--- src/rtl/fetch_stall_controller.sv ---
// Fetch-side consumer of the load-use hazard handshake.
// Owns the PC, the IF/ID pipeline register and the ID/EX control register.
// It applies the hold and bubble requests from hazard detection and the
// ID-stage branch flush. It also keeps saturating stall/flush statistics and
// a sticky flag that records inconsistent hold requests.
module fetch_stall_controller #(
  parameter int unsigned          PC_WIDTH    = 32,
  parameter int unsigned          INSTR_WIDTH = 32,
  parameter int unsigned          CTRL_WIDTH  = 9,
  parameter logic [PC_WIDTH-1:0]  RESET_PC    = '0,
  parameter int unsigned          CNT_WIDTH   = 16
) (
  input  logic                   clk,
  input  logic                   rst,
  input  logic                   pc_hold,
  input  logic                   ifid_hold,
  input  logic                   stall_or_control,
  input  logic                   branch_taken,
  input  logic [PC_WIDTH-1:0]    branch_target,
  input  logic [INSTR_WIDTH-1:0] imem_instr,
  input  logic [CTRL_WIDTH-1:0]  id_ctrl_in,
  output logic [PC_WIDTH-1:0]    pc,
  output logic [INSTR_WIDTH-1:0] ifid_instr,
  output logic [PC_WIDTH-1:0]    ifid_pc_plus4,
  output logic                   ifid_valid,
  output logic [CTRL_WIDTH-1:0]  idex_ctrl,
  output logic [CNT_WIDTH-1:0]   stall_count,
  output logic [CNT_WIDTH-1:0]   flush_count,
  output logic                   hold_mismatch
);

  localparam logic [PC_WIDTH-1:0]  PC_STEP = PC_WIDTH'(4);
  localparam logic [CNT_WIDTH-1:0] CNT_MAX = '1;
  localparam logic [CNT_WIDTH-1:0] CNT_ONE = CNT_WIDTH'(1);

  logic [PC_WIDTH-1:0]    pc_q, pc_d;
  logic [INSTR_WIDTH-1:0] ifid_instr_q, ifid_instr_d;
  logic [PC_WIDTH-1:0]    ifid_pc_plus4_q, ifid_pc_plus4_d;
  logic                   ifid_valid_q, ifid_valid_d;
  logic [CTRL_WIDTH-1:0]  idex_ctrl_q, idex_ctrl_d;
  logic [CNT_WIDTH-1:0]   stall_count_q, stall_count_d;
  logic [CNT_WIDTH-1:0]   flush_count_q, flush_count_d;
  logic                   hold_mismatch_q, hold_mismatch_d;

  logic [PC_WIDTH-1:0]    pc_plus4;
  logic                   do_flush;

  // A branch seen while IF/ID is held has not really resolved yet, so it
  // neither redirects fetch nor flushes; it re-resolves after the stall.
  assign pc_plus4 = pc_q + PC_STEP;
  assign do_flush = branch_taken && !ifid_hold;

  // Next fetch address: hold beats redirect, redirect beats sequential.
  // The redirect target is forced to word alignment.
  always_comb begin
    pc_d = pc_plus4;
    if (pc_hold) begin
      pc_d = pc_q;
    end else if (do_flush) begin
      pc_d = {branch_target[PC_WIDTH-1:2], 2'b00};
    end
  end

  // IF/ID register: hold keeps every field, flush inserts an empty slot, and
  // otherwise the fetched instruction and its PC+4 move into decode.
  always_comb begin
    ifid_instr_d    = imem_instr;
    ifid_pc_plus4_d = pc_plus4;
    ifid_valid_d    = 1'b1;
    if (ifid_hold) begin
      ifid_instr_d    = ifid_instr_q;
      ifid_pc_plus4_d = ifid_pc_plus4_q;
      ifid_valid_d    = ifid_valid_q;
    end else if (branch_taken) begin
      ifid_instr_d    = '0;
      ifid_pc_plus4_d = '0;
      ifid_valid_d    = 1'b0;
    end
  end

  // ID/EX control: a bubble request or an empty decode slot sends zero
  // control; a taken branch in ID still passes its own control along.
  always_comb begin
    idex_ctrl_d = id_ctrl_in;
    if (stall_or_control || !ifid_valid_q) begin
      idex_ctrl_d = '0;
    end
  end

  // Statistics saturate at all-ones. The mismatch flag is sticky until reset.
  always_comb begin
    stall_count_d   = stall_count_q;
    flush_count_d   = flush_count_q;
    hold_mismatch_d = hold_mismatch_q | (pc_hold != ifid_hold);
    if (stall_or_control && (stall_count_q != CNT_MAX)) begin
      stall_count_d = stall_count_q + CNT_ONE;
    end
    if (do_flush && (flush_count_q != CNT_MAX)) begin
      flush_count_d = flush_count_q + CNT_ONE;
    end
  end

  // State registers with synchronous reset that overrides every request.
  always_ff @(posedge clk) begin
    if (rst) begin
      pc_q            <= RESET_PC;
      ifid_instr_q    <= '0;
      ifid_pc_plus4_q <= '0;
      ifid_valid_q    <= 1'b0;
      idex_ctrl_q     <= '0;
      stall_count_q   <= '0;
      flush_count_q   <= '0;
      hold_mismatch_q <= 1'b0;
    end else begin
      pc_q            <= pc_d;
      ifid_instr_q    <= ifid_instr_d;
      ifid_pc_plus4_q <= ifid_pc_plus4_d;
      ifid_valid_q    <= ifid_valid_d;
      idex_ctrl_q     <= idex_ctrl_d;
      stall_count_q   <= stall_count_d;
      flush_count_q   <= flush_count_d;
      hold_mismatch_q <= hold_mismatch_d;
    end
  end

  assign pc            = pc_q;
  assign ifid_instr    = ifid_instr_q;
  assign ifid_pc_plus4 = ifid_pc_plus4_q;
  assign ifid_valid    = ifid_valid_q;
  assign idex_ctrl     = idex_ctrl_q;
  assign stall_count   = stall_count_q;
  assign flush_count   = flush_count_q;
  assign hold_mismatch = hold_mismatch_q;

endmodule

--- config.mk ---
export PLATFORM = sky130hd
export DESIGN_NAME = fetch_stall_controller
export DESIGN_NICKNAME = d
export VERILOG_FILES = /design/src/rtl/fetch_stall_controller.sv
export SDC_FILE = /design/constraint.sdc
export NUM_CORES = 1
export LEC_CHECK = 0
export ABC_AREA = 1
export CAP_MARGIN = 10
export CORE_MARGIN = 2
export CORE_UTILIZATION = 50
export DETAILED_ROUTE_END_ITERATION = 8
export GPL_ROUTABILITY_DRIVEN = 0
export PLACE_DENSITY = 0.95
export SYNTH_ARGS = -nofsm -noshare
export SYNTH_HDL_FRONTEND = slang
export SYNTH_SLANG_ARGS = --single-unit
--- constraint.sdc ---
create_clock -name clk -period 4.6 [get_ports clk]
set_input_delay 0.92 -clock clk [delete_from_list [all_inputs] [get_ports clk]]
set_output_delay 0.92 -clock clk [all_outputs]
set_load 0.05 [all_outputs]
==> out/results.ini <==
[run_status]
outcome = finished clean

[final_layout]
utilization_pct = 73.18
antenna_cells = 0
layout.nets = 1184
drive_gt1_share_pct = 6.009
area_growth_pct = 42.85

[pwr]
combPwrFrac_pct = 14.4
total_power_mw = 3.011
internal_power_mw = 2.148
seqPwrFrac_pct = 41.7
power.density_nw_per_um2 = 326.0
switchingPower_mw = 0.8628
p_clk_share_pct = 43.9
p_sw_share_pct = 28.66
p_leak_nw = 3.400
ir_drop_mv = 0.2239

[hold_path]
min_path_cells = 1
min_path_type = flop to flop
hold_start = ifid_pc_plus4[24]$_SDFFE_PP0N_

[worst_setup_path]
required_ps = 3680
r2r_end = stall_count[13]$_SDFFE_PP0P_
cp-start-kind = flop
timing.rr.start = stall_count[0]$_SDFFE_PP0P_
rrSetupSlack_ps = 2180
crit_start = flush_count[2]$_SDFFE_PP0P_
crit_chain = clkdlybuf4s50_1
worstSetupEndpoint = flush_count[2]
crit_type = flop to primary output
critPathArrivalTime_ps = 1780
path_max_fanout = 8
crit_family = buffers and inverters
r2r_cells = 8
crit_path_top_delay_cell = clkdlybuf4s50_1
critPathCaptureType = primary output
worstPathBufferInverterCount = 1
max_stage_delay_ps = 870
crit_cells = 1

[floorplan]
start_util_pct = 51.23
die_height_um = 117.7
die_area_um2 = 13860
row_count = 41
core_um2 = 12620
pin_count = 218
die_x_um = 117.7

[run]
drv_cap = 0

[synthesis]
synth_enable_flop_cells = 0
synth_cells = 908
synth_cell_types = 39
syn_area_um2 = 6465
yosysWarnings = 0
avgSynthCellArea_um2 = 7.120
ys_ff_latch = 136
synthFlopType = dfxtp_1
async_reset_ff_share_pct = 0
yosysSeqAreaShare_pct = 42.11

[route]
top_layer_used = met4
wl_per_cell_um = 15.42
drtAntennaViolNets = 0
wl_met3_um = 1783
drc = 0
vias_per_cell = 5.370
met1_length_um = 7729
vias = 6911
routed_wl_um = 19840
first_pass_iters = 5
wl_met2_um = 9695
drt_first_iter_violations = 683

[global_route]
grt_pass1_wl_um = 31370
grt_overflow_total = 0
antenna_found_initial = 0
grt_pass1_vias = 6564
track_usage_pct = 27.96
grt_start_max_net_pins = 70

[clock_tree]
cts_root_buf = clkbuf_16
htreeDepth = 4
post_cts_buffers = 0
insertion_delay_ps = 420
clockBufferDepth = 2
cts_tree = done
cts.hold.buffers_added = 0
cts_buffers = 17
clk_pin_slew_ps = 60
cts_resized = 0
cts_sinks = 136

[sta]
final_hold_viol_count = 0
fin_crit_sh_pct = 58.78
timing.fmax_mhz = 369.8
setup_tns_ps = 0
finClkSkew_ps = 7.172
slew_headroom_pct = 27.95
worst_pin_slew_ps = 1080
rsz0062_at_grt = false
setup_viol = 0
slew_violations = 0
min_period_ps = 2704
whs_ps = 454.6
fin_ws_ps = 1896

[placement]
dp_slack_ps = 1510
dp_hpwl_um = 14040
port_buffers = 213

==> power groups by stage <==
stage	sequential (mW)	clock [mW]	combinational, mW
3_3_place_gp	1.28	0	0.424
2_1_floorplan	1.40	0	0.135
3_5_place_dp	1.28	0	0.431
6_report	1.25	1.32	0.434
5_1_grt	1.26	1.39	0.461
4_1_cts	1.25	1.33	0.433
==> layout make-up <==
type	count	area [um2]
Fill cell	963	3385
Multi-Input combinational cell	644	3224
Sequential cell	136	2723
Timing Repair Buffer	220	2180
Clock buffer	18	439.2
Inverter	83	314.1
Tap cell	172	215.2
Clock inverter	14	140.1
==> per-stage QoR <==
step	cells	cell area (um2)
after floorplan	909	6469
after global placement	1255	8656
after detailed placement	1255	8656
after CTS	1287	9235
after global routing	1287	9235
final	1287	9235
==> placed cells by master (no fill, tap or decap), types with 2 or more instances in the layout <==
cell	instances
a21oi_1	65
nor3_1	17
clkinv_4	5
nand3b_1	3
a31oi_1	7
nor2_1	79
nand2_1	270
nor2_2	5
inv_2	2
conb_1	2
a32o_1	33
nand3_1	43
nand3_2	2
clkdlybuf4s50_1	212
inv_6	4
and2_1	2
xnor2_1	10
o21ai_0	51
inv_1	79
a21oi_2	7
clkbuf_16	17
nand2_2	3
ha_1	3
nor2_4	4
dfxtp_1	136
o21bai_1	8
clkinvlp_4	2
buf_4	7
xor2_1	15
nand4_1	3
a21o_1	4
==> flip-flops by register name (all words and copies together) (netlist names) <==
signal,flops
flush_count,16
ifid_instr,32
hold_mismatch,1
ifid_pc_plus4,31
ifid_valid,1
stall_count,16
idex_ctrl,9
pc,30
==> cell usage after synthesis, types with 8 or more instances <==
cell type    n  area share (%)
xor2_1      15             2.0
xnor2_1     10             1.4
o21bai_1     8            0.93
a21oi_1     65             5.0
nand3_1     43             3.3
a32o_1      33             5.1
inv_1       80             4.6
o21ai_0     51             3.9
nor3_1      17             1.3
buf_2       12            0.93
nor2_1      81             4.7
dfxtp_1    136              42
nand2_1    270              16
clkbuf_1    24             1.4
==> cell families (layout without fill, tap and decap cells) <==
kind of cell    Yosys count  after routing  synth area share (%)
simple gates            434            434                 27.91
compound gates          180            180                 17.73
flops                   136            136                 42.11
buf+inv                 129            335                 8.225
xor+xnor                 25             25                 3.387
fa+ha+maj                 3              3                0.5807
other cells               1              2               0.05801
==> how the worst min path moves through the flow <==
stage,to,slack (ps)
2_1_floorplan,ifid_pc_plus4[1]$_SDFFE_PP0N_,680
3_3_place_gp,ifid_pc_plus4[23]$_SDFFE_PP0N_,440
3_5_place_dp,ifid_pc_plus4[24]$_SDFFE_PP0N_,440
4_1_cts,ifid_pc_plus4[24]$_SDFFE_PP0N_,460
5_1_grt,ifid_pc_plus4[24]$_SDFFE_PP0N_,470
6_report,ifid_pc_plus4[24]$_SDFFE_PP0N_,450
==> metal layers <==
| layer | up-vias | track usage (%) |
|---|---|---|
| li1 | 3354 | - |
| met1 | 3180 | 32.25 |
| met2 | 319 | 47.64 |
| met3 | 58 | 7.994 |
| met4 | 0 | 13.33 |
| met5 | - | 0 |
No activity file was read; power rests on OpenSTA's default activity.
